--- src/rtl/reset_sequencer.sv ---
`default_nettype none
// ============================================================================
// Module      : reset_sequencer
// Description : Destination-domain reset sequencer. Stretches a synchronized
//               reset request into a minimum-length reset, then releases the
//               rst_out bits one at a time (bit 0 first) with a fixed gap.
//               Provides busy/done status and a saturating request counter.
// Revision    : 1.0 - initial release
// ============================================================================
module reset_sequencer #(
  parameter int NUM_STAGES  = 4,
  parameter int HOLD_CYCLES = 16,
  parameter int STAGE_GAP   = 8,
  parameter int CNT_WIDTH   = 8
) (
  input  logic                  clk,
  input  logic                  rst_n,
  input  logic                  req_in,
  output logic [NUM_STAGES-1:0] rst_out,
  output logic                  busy,
  output logic                  done,
  output logic [CNT_WIDTH-1:0]  event_cnt
);

  localparam int HOLD_W  = (HOLD_CYCLES > 1) ? $clog2(HOLD_CYCLES) : 1;
  localparam int GAP_W   = (STAGE_GAP > 1)   ? $clog2(STAGE_GAP)   : 1;
  localparam int STAGE_W = (NUM_STAGES > 1)  ? $clog2(NUM_STAGES)  : 1;

  localparam logic [HOLD_W-1:0]     HOLD_LAST  = HOLD_W'(HOLD_CYCLES - 1);
  localparam logic [GAP_W-1:0]      GAP_LAST   = GAP_W'(STAGE_GAP - 1);
  localparam logic [STAGE_W-1:0]    STAGE_LAST = STAGE_W'(NUM_STAGES - 1);
  localparam logic [NUM_STAGES-1:0] ALL_ONES   = {NUM_STAGES{1'b1}};
  localparam logic [CNT_WIDTH-1:0]  CNT_MAX    = {CNT_WIDTH{1'b1}};

  typedef enum logic [1:0] {
    IDLE    = 2'd0,
    HOLD    = 2'd1,
    RELEASE = 2'd2
  } state_e;

  state_e                 state_q;
  logic                   req_q;
  logic                   rise;
  logic [HOLD_W-1:0]      hold_q;
  logic [GAP_W-1:0]       gap_q;
  logic [STAGE_W-1:0]     stage_q;
  logic [NUM_STAGES-1:0]  rst_out_q;
  logic                   busy_q;
  logic                   done_q;
  logic [CNT_WIDTH-1:0]   cnt_q;
  logic [CNT_WIDTH-1:0]   cnt_d;

  // req_q resets high so a request already asserted at reset release is
  // not mistaken for a new event.
  assign rise = req_in & ~req_q;

  // Next value of the event counter: saturating increment on each rise.
  always_comb begin
    cnt_d = cnt_q;
    if (rise && (cnt_q != CNT_MAX)) begin
      cnt_d = cnt_q + 1'b1;
    end
  end

  // Request edge detector and event counter registers.
  always_ff @(posedge clk or negedge rst_n) begin
    if (!rst_n) begin
      req_q <= 1'b1;
      cnt_q <= '0;
    end else begin
      req_q <= req_in;
      cnt_q <= cnt_d;
    end
  end

  // Sequencer FSM: reset comes up in HOLD so power-on runs a full sequence.
  // rst_out is a thermometer code; each release shifts a zero in at bit 0.
  always_ff @(posedge clk or negedge rst_n) begin
    if (!rst_n) begin
      state_q   <= HOLD;
      rst_out_q <= ALL_ONES;
      busy_q    <= 1'b1;
      done_q    <= 1'b0;
      hold_q    <= '0;
      gap_q     <= '0;
      stage_q   <= '0;
    end else begin
      done_q <= 1'b0;
      case (state_q)
        IDLE: begin
          if (rise) begin
            state_q   <= HOLD;
            rst_out_q <= ALL_ONES;
            busy_q    <= 1'b1;
            hold_q    <= '0;
          end
        end
        HOLD: begin
          // An active request pins the hold counter, extending the reset.
          if (req_in) begin
            hold_q <= '0;
          end else if (hold_q == HOLD_LAST) begin
            state_q <= RELEASE;
            hold_q  <= '0;
            gap_q   <= '0;
            stage_q <= '0;
          end else begin
            hold_q <= hold_q + 1'b1;
          end
        end
        RELEASE: begin
          // A new request aborts the release and wins over a stage clear.
          if (rise) begin
            state_q   <= HOLD;
            rst_out_q <= ALL_ONES;
            hold_q    <= '0;
            gap_q     <= '0;
            stage_q   <= '0;
          end else if (gap_q == GAP_LAST) begin
            gap_q     <= '0;
            rst_out_q <= rst_out_q << 1;
            if (stage_q == STAGE_LAST) begin
              stage_q <= '0;
              state_q <= IDLE;
              busy_q  <= 1'b0;
              done_q  <= 1'b1;
            end else begin
              stage_q <= stage_q + 1'b1;
            end
          end else begin
            gap_q <= gap_q + 1'b1;
          end
        end
        default: begin
          state_q   <= HOLD;
          rst_out_q <= ALL_ONES;
          busy_q    <= 1'b1;
          hold_q    <= '0;
          gap_q     <= '0;
          stage_q   <= '0;
        end
      endcase
    end
  end

  assign rst_out   = rst_out_q;
  assign busy      = busy_q;
  assign done      = done_q;
  assign event_cnt = cnt_q;

endmodule
`default_nettype wire

--- config.mk ---
export PLATFORM = sky130hd
export DESIGN_NAME = reset_sequencer
export DESIGN_NICKNAME = d
export VERILOG_FILES = /design/src/rtl/reset_sequencer.sv
export SDC_FILE = /design/constraint.sdc
export NUM_CORES = 1
export LEC_CHECK = 0
export ABC_AREA = 1
export CAP_MARGIN = 20
export CORE_ASPECT_RATIO = 1.5
export CORE_UTILIZATION = 36
export DETAILED_ROUTE_END_ITERATION = 16
export SYNTH_ARGS = -nofsm -noshare
export SYNTH_HDL_FRONTEND = slang
export SYNTH_SLANG_ARGS = --single-unit
export TNS_END_PERCENT = 100
--- constraint.sdc ---
create_clock -name clk -period 1.79 [get_ports clk]
set_input_delay 0.358 -clock clk [delete_from_list [all_inputs] [get_ports clk]]
set_output_delay 0.358 -clock clk [all_outputs]
set_load 0.02 [all_outputs]
## Yosys cells after proc, flatten, opt, wreduce, memory -nomap -nowiden

Index checks and enable logic that the tools add are counted.

- Register bits: 26
- Input bits: 3
- Output and inout port bits: 14
- Word-level logic and storage cells: 75

- Add/sub/neg operators: 4
- Equality and inequality tests: 15
- Mux-type cells: 35
- Bitwise gates (word level): 4
- Reduce and logical (&&, ||, !) cells: 8

Operator list:

| operator | number |
|---|---|
| $mux W4 | 6 |
| $mux W2 | 11 |
| $mux W3 | 4 |
| $ne A2 B2 Y1 const B | 6 |
| $pmux W2 S3 | 2 |
| $pmux W4 S3 | 1 |
| $reduce_and A5 Y1 | 2 |
| $pmux W3 S3 | 1 |
| $add A8 B1 Y8 const B | 1 |
| $mux W1 | 8 |
| $ne A8 B8 Y1 const B | 1 |
| $pmux W4 S2 | 1 |
| $ne A3 B3 Y1 const B | 2 |
| $reduce_and A3 Y1 | 2 |
| $add A4 B1 Y4 const B | 1 |
| $eq A2 B2 Y1 const B | 2 |
| $eq A4 B4 Y1 const B | 1 |
| $reduce_and A4 Y1 | 1 |
| $add A3 B1 Y3 const B | 1 |
| $eq A3 B3 Y1 const B | 1 |
| $not A1 Y1 | 3 |
| $pmux W1 S3 | 1 |
| $add A2 B1 Y2 const B | 1 |
| $eq A2 B1 Y1 const B | 1 |
| 5 further kinds | 5 |

## Depth between registers and ports, before layout

- Depth in word-level cells: 5
- Mapped depth: 8
- Mapped depth without buffers: 8

## Worst setup path before layout

Ideal clock, no wire load.

- Kind: flip-flop to flip-flop
- From: reg cnt_q[0] (netlist: event_cnt[0])
- To: reg cnt_q[5] (netlist: event_cnt[5])
- Setup time: 117 ps
- Arrival: 1,242 ps
- Required time: 1,673 ps
- Path slack: 432 ps
- Stages on the path, launching flop included: 9
- Buffers on the path: 0
- Period minus slack after synthesis: 1,358 ps
- Cells stage by stage: dfrtp_1 ha_1 nand3_1 inv_1 nand2_1 nand2_4 inv_2 nand2_1 nand2_1

- Word-level cells in the longest chain between the ends: 2
- Elaborated cells on any way between the ends: 3
- Classes of those cells: add/sub (1); eq/ne (1); reduce/logical (1)

RTL lines:

| element | line | RTL |
|---|---|---|
| from (decl) | 50 | `logic [CNT_WIDTH-1:0] cnt_q;` |
| from (signal assigned) | 72 | `cnt_q <= cnt_d;` |
| branches (longest 2 deep; another with $add A8 B1 Y8) | - |  |

Several ways; the timed one is not identified.
A chain may end at the register's enable or synchronous reset.

## Worst setup path in the final report

- From: reg cnt_q[2] (netlist: event_cnt[2])
- To: out event_cnt[2]

RTL lines:

| element | line | RTL |
|---|---|---|
| to (decl) | 22 | `output logic [CNT_WIDTH-1:0] event_cnt` |

No word-level cell between the ends.

==> results_dict.tcl <==
set metrics [dict create \
    worst_pin_slew_ns 0.319 \
    gp_congestion 0.763 \
    dp_cells 227 \
    synth_top_area_share_pct 35.4 \
    stdcell_count 231 \
    power.total_mw 1.31 \
    crit_path_start_kind "flip-flop" \
    synth_mux_area_share_pct 0.745 \
    pwr_density_cell_mw_per_mm2 808 \
    max-clock-path-buffers 2 \
    post_drt_wl_per_cell_um 11.2 \
    syn_inst 168 \
    cts_root_buffer "clkbuf_8" \
    initial_utilization_pct 38.6 \
    power.internal_mw 0.925 \
    track_usage_pct 15.8 \
    rows 26 \
    hold_viol_final 0 \
    grt_max_degree 27 \
    syn-num-nets 176 \
    grt_pass1_wl_um 4710 \
    synth_xor_area_share_pct 2.61 \
    ctsHoldBuffers 0 \
    grtUsageMet2_pct 27.9 \
    ant_nets 0 \
    overflow 0 \
    fmax_mhz 583 \
    cp_slowest_stage_delay_ns 0.64 \
    syn_avg_cell_area_um2 8.00 \
    worstHoldPathType "primary input to async pin" \
    clock-sinks 26 \
    multi_input_area_um2 617 \
    critPathRequiredTime_ns 1.43 \
    cap_violations 0 \
    nFillCells 346 \
    worst-setup-path-type "flip-flop to primary output" \
    die_y_um 76.8 \
    grt_pass1_vias 1148 \
    layout_min_cycle_time_ns 1.71 \
    slowest_stage "clkdlybuf4s50_1" \
    status "complete, no violations" \
    numPortBuffers 16 \
    period_share_pct 95.8 \
    worstPathArrival_ns 1.36 \
    vias 1125 \
    synth_edf_count 0 \
    areaGrowthSynthToFinish_pct 20.6 \
    fin_tns_setup_ns 0 \
    yosysWarnings 0 \
    cp_top_family "buffers and inverters" \
    clock_latency_ns 0.27 \
    max-vdd-ir-drop_mv 0.486 \
    crit_path_end_kind "primary output" \
    seqCellArea_um2 659 \
    cts_setup_buffers 0 \
    tritoncts "yes" \
    drt-initial-drc-count 12 \
    synth_fa_ha_area_share_pct 4.66 \
    cts_max_level 1 \
    synth_top_cell_by_area "dfrtp_1" \
    async_reset_ff_share_pct 100 \
    skew_ns 0.00306 \
    grt_util_met1_pct 16.6 \
    hpwlAfterDp_um 1990 \
    clkSlewWorstSetupHoldPaths_ns 0.08 \
    cp_cell_sequence "clkdlybuf4s50_1" \
    core-area_mm2 0.00348 \
    synth-seq-cells 26 \
    routed_wl_um 2580 \
    nNetsFinal 198 \
    comb_power_share_pct 20.6 \
    final_core_util_pct 46.5 \
    antenna_found_initial 0 \
    die_area_mm2 0.00399 \
    cts_made_buffers 3 \
    synth_area_mm2 0.00134 \
    clkPwrFrac_pct 25.6 \
    ios 17 \
    path_buf_inv 1 \
    synth_top_family_by_area "simple AND/OR/NAND/NOR gates" \
    finalMaxSlewViolations 0 \
    drc 0 \
    swShare_pct 29.3 \
    use_met3_pct 2.58 \
    yosysUniqueCellTypes 19 \
    crit_path_max_fanout 6 \
    first_pass_iters 3 \
    switching_power_mw 0.384 \
    rsz0062_at_grt "no" \
    synthTopCellsByCount "nand2_1 (62), dfrtp_1 (19), nand3_1 (16)" \
    leakagePower_nw 0.843 \
    cts_resized 1 \
    die_w_um 51.9 \
    seqPwrFrac_pct 53.8 \
    setup_viol 0 \
    synth_compound_area_share_pct 4.19 \
    synth_area_leaders "dfrtp_1 (35%), nand2_1 (17%), dfstp_2 (14%), nand3_1 (6.0%), ha_1 (4.7%)" \
    synthMostInstantiatedCell "nand2_1" \
    yosysSeqAreaShare_pct 49.1 \
    ys.flop_type "dfrtp_1" \
    yosys.area_share.simple_pct 33.7 \
    drive_gt1_share_pct 12.7 \
    antenna_cells 0 \
    slew_headroom_pct 78.6 \
    grt-busiest-layer "met2" \
    vias_per_cell 4.87 \
]
[metrics by stage]
step | area [µm²] | hold WS, ns | setup WS, ns
3_3_place_gp | 1560 | 0.458 | 0.131
6_report | 1620 | 0.444 | 0.0753
3_5_place_dp | 1560 | 0.468 | 0.101
4_1_cts | 1610 | 0.454 | 0.000407
2_1_floorplan | 1340 | 0.0624 | 0.432
5_1_grt | 1620 | 0.479 | 0.0329
[metal layers]
layer | routed length (µm) | part of all wire, % | vias up
met4 | 72 | 2.8 | 0
met2 | 1360 | 53 | 13
met3 | 51 | 2.0 | 5
met5 | 0 | 0 | -
li1 | - | - | 575
met1 | 1090 | 42 | 532
[path summary, 6_finish.rpt]
kind,slack (ns),from,end,cells past startpoint
max,0.08,event_cnt[2]$_DFFE_PN0P_,event_cnt[2],1
min in group clk,0.48,rst_out[0]$_DFFE_PN1P_,rst_out[0]$_DFFE_PN1P_,2
min reg2reg,0.48,rst_out[0]$_DFFE_PN1P_,rst_out[0]$_DFFE_PN1P_,2
max in group asynchronous,1.04,rst_n,rst_out[2]$_DFFE_PN1P_,2
max reg2reg,0.41,event_cnt[0]$_DFFE_PN0P_,event_cnt[7]$_DFFE_PN0P_,8
min,0.44,rst_n,event_cnt[3]$_DFFE_PN0P_,2
[worst reg2reg max path, cell delays in order (launching register included)]
cell and delay, ns:
dfrtp_1 0.44, ha_1 0.25, nand3_1 0.15, inv_1 0.06
nand2_1 0.09, nand2_4 0.09, inv_2 0.12, nand2_1 0.06
nand2_1 0.06
[power by group through the flow]
| stage | combinational (mW) | clock, mW | sequential [mW] |
|---|---|---|---|
| after global placement | 0.265 | 0 | 0.709 |
| after global routing | 0.305 | 0.372 | 0.712 |
| final | 0.270 | 0.335 | 0.704 |
| after floorplan | 0.106 | 0 | 0.753 |
| after CTS | 0.276 | 0.352 | 0.703 |
| after detailed placement | 0.275 | 0 | 0.715 |
[cell families after synthesis]
| group | count (synthesis) |
|---|---|
| compound gates | 11 |
| xor+xnor | 4 |
| fa+ha+maj | 5 |
| buf+inv | 18 |
| flops | 26 |
| mux | 1 |
| simple gates | 103 |
[layout make-up]
type	instances	share of cell area, %
Multi-Input combinational cell	124	38.1
Inverter	18	4.17
Sequential cell	26	40.7
Timing Repair Buffer	17	11.0
Tap cell	42	3.24
Clock buffer	4	2.78
[layout by cell type, fill, tap and decap left out]
master and count:
a31oi_1 1, nand4_1 2, nor2_2 1, nand3_1 16
ha_1 5, o21ai_0 7, o21ai_1 3, dlygate4sd2_1 1
nor2_1 14, nand2_1 62, inv_1 13, nand2_4 2
clkbuf_8 3, inv_2 5, clkbuf_1 1, nor3_1 1
clkdlybuf4s50_1 10, dfrtp_1 19, dlymetal6s2s_1 5, mux2i_1 1
nor2_4 2, nand2_2 3, dfstp_2 7, xnor2_1 4
buf_4 1
[flip-flops by register name, summed over array words and instances, names as in the netlist]
name / cells
state_q: 2
hold_q: 4
gap_q: 3
event_cnt: 8
busy: 1
req_q: 1
done: 1
stage_q: 2
rst_out: 4
(Power assumes the default switching activity.)
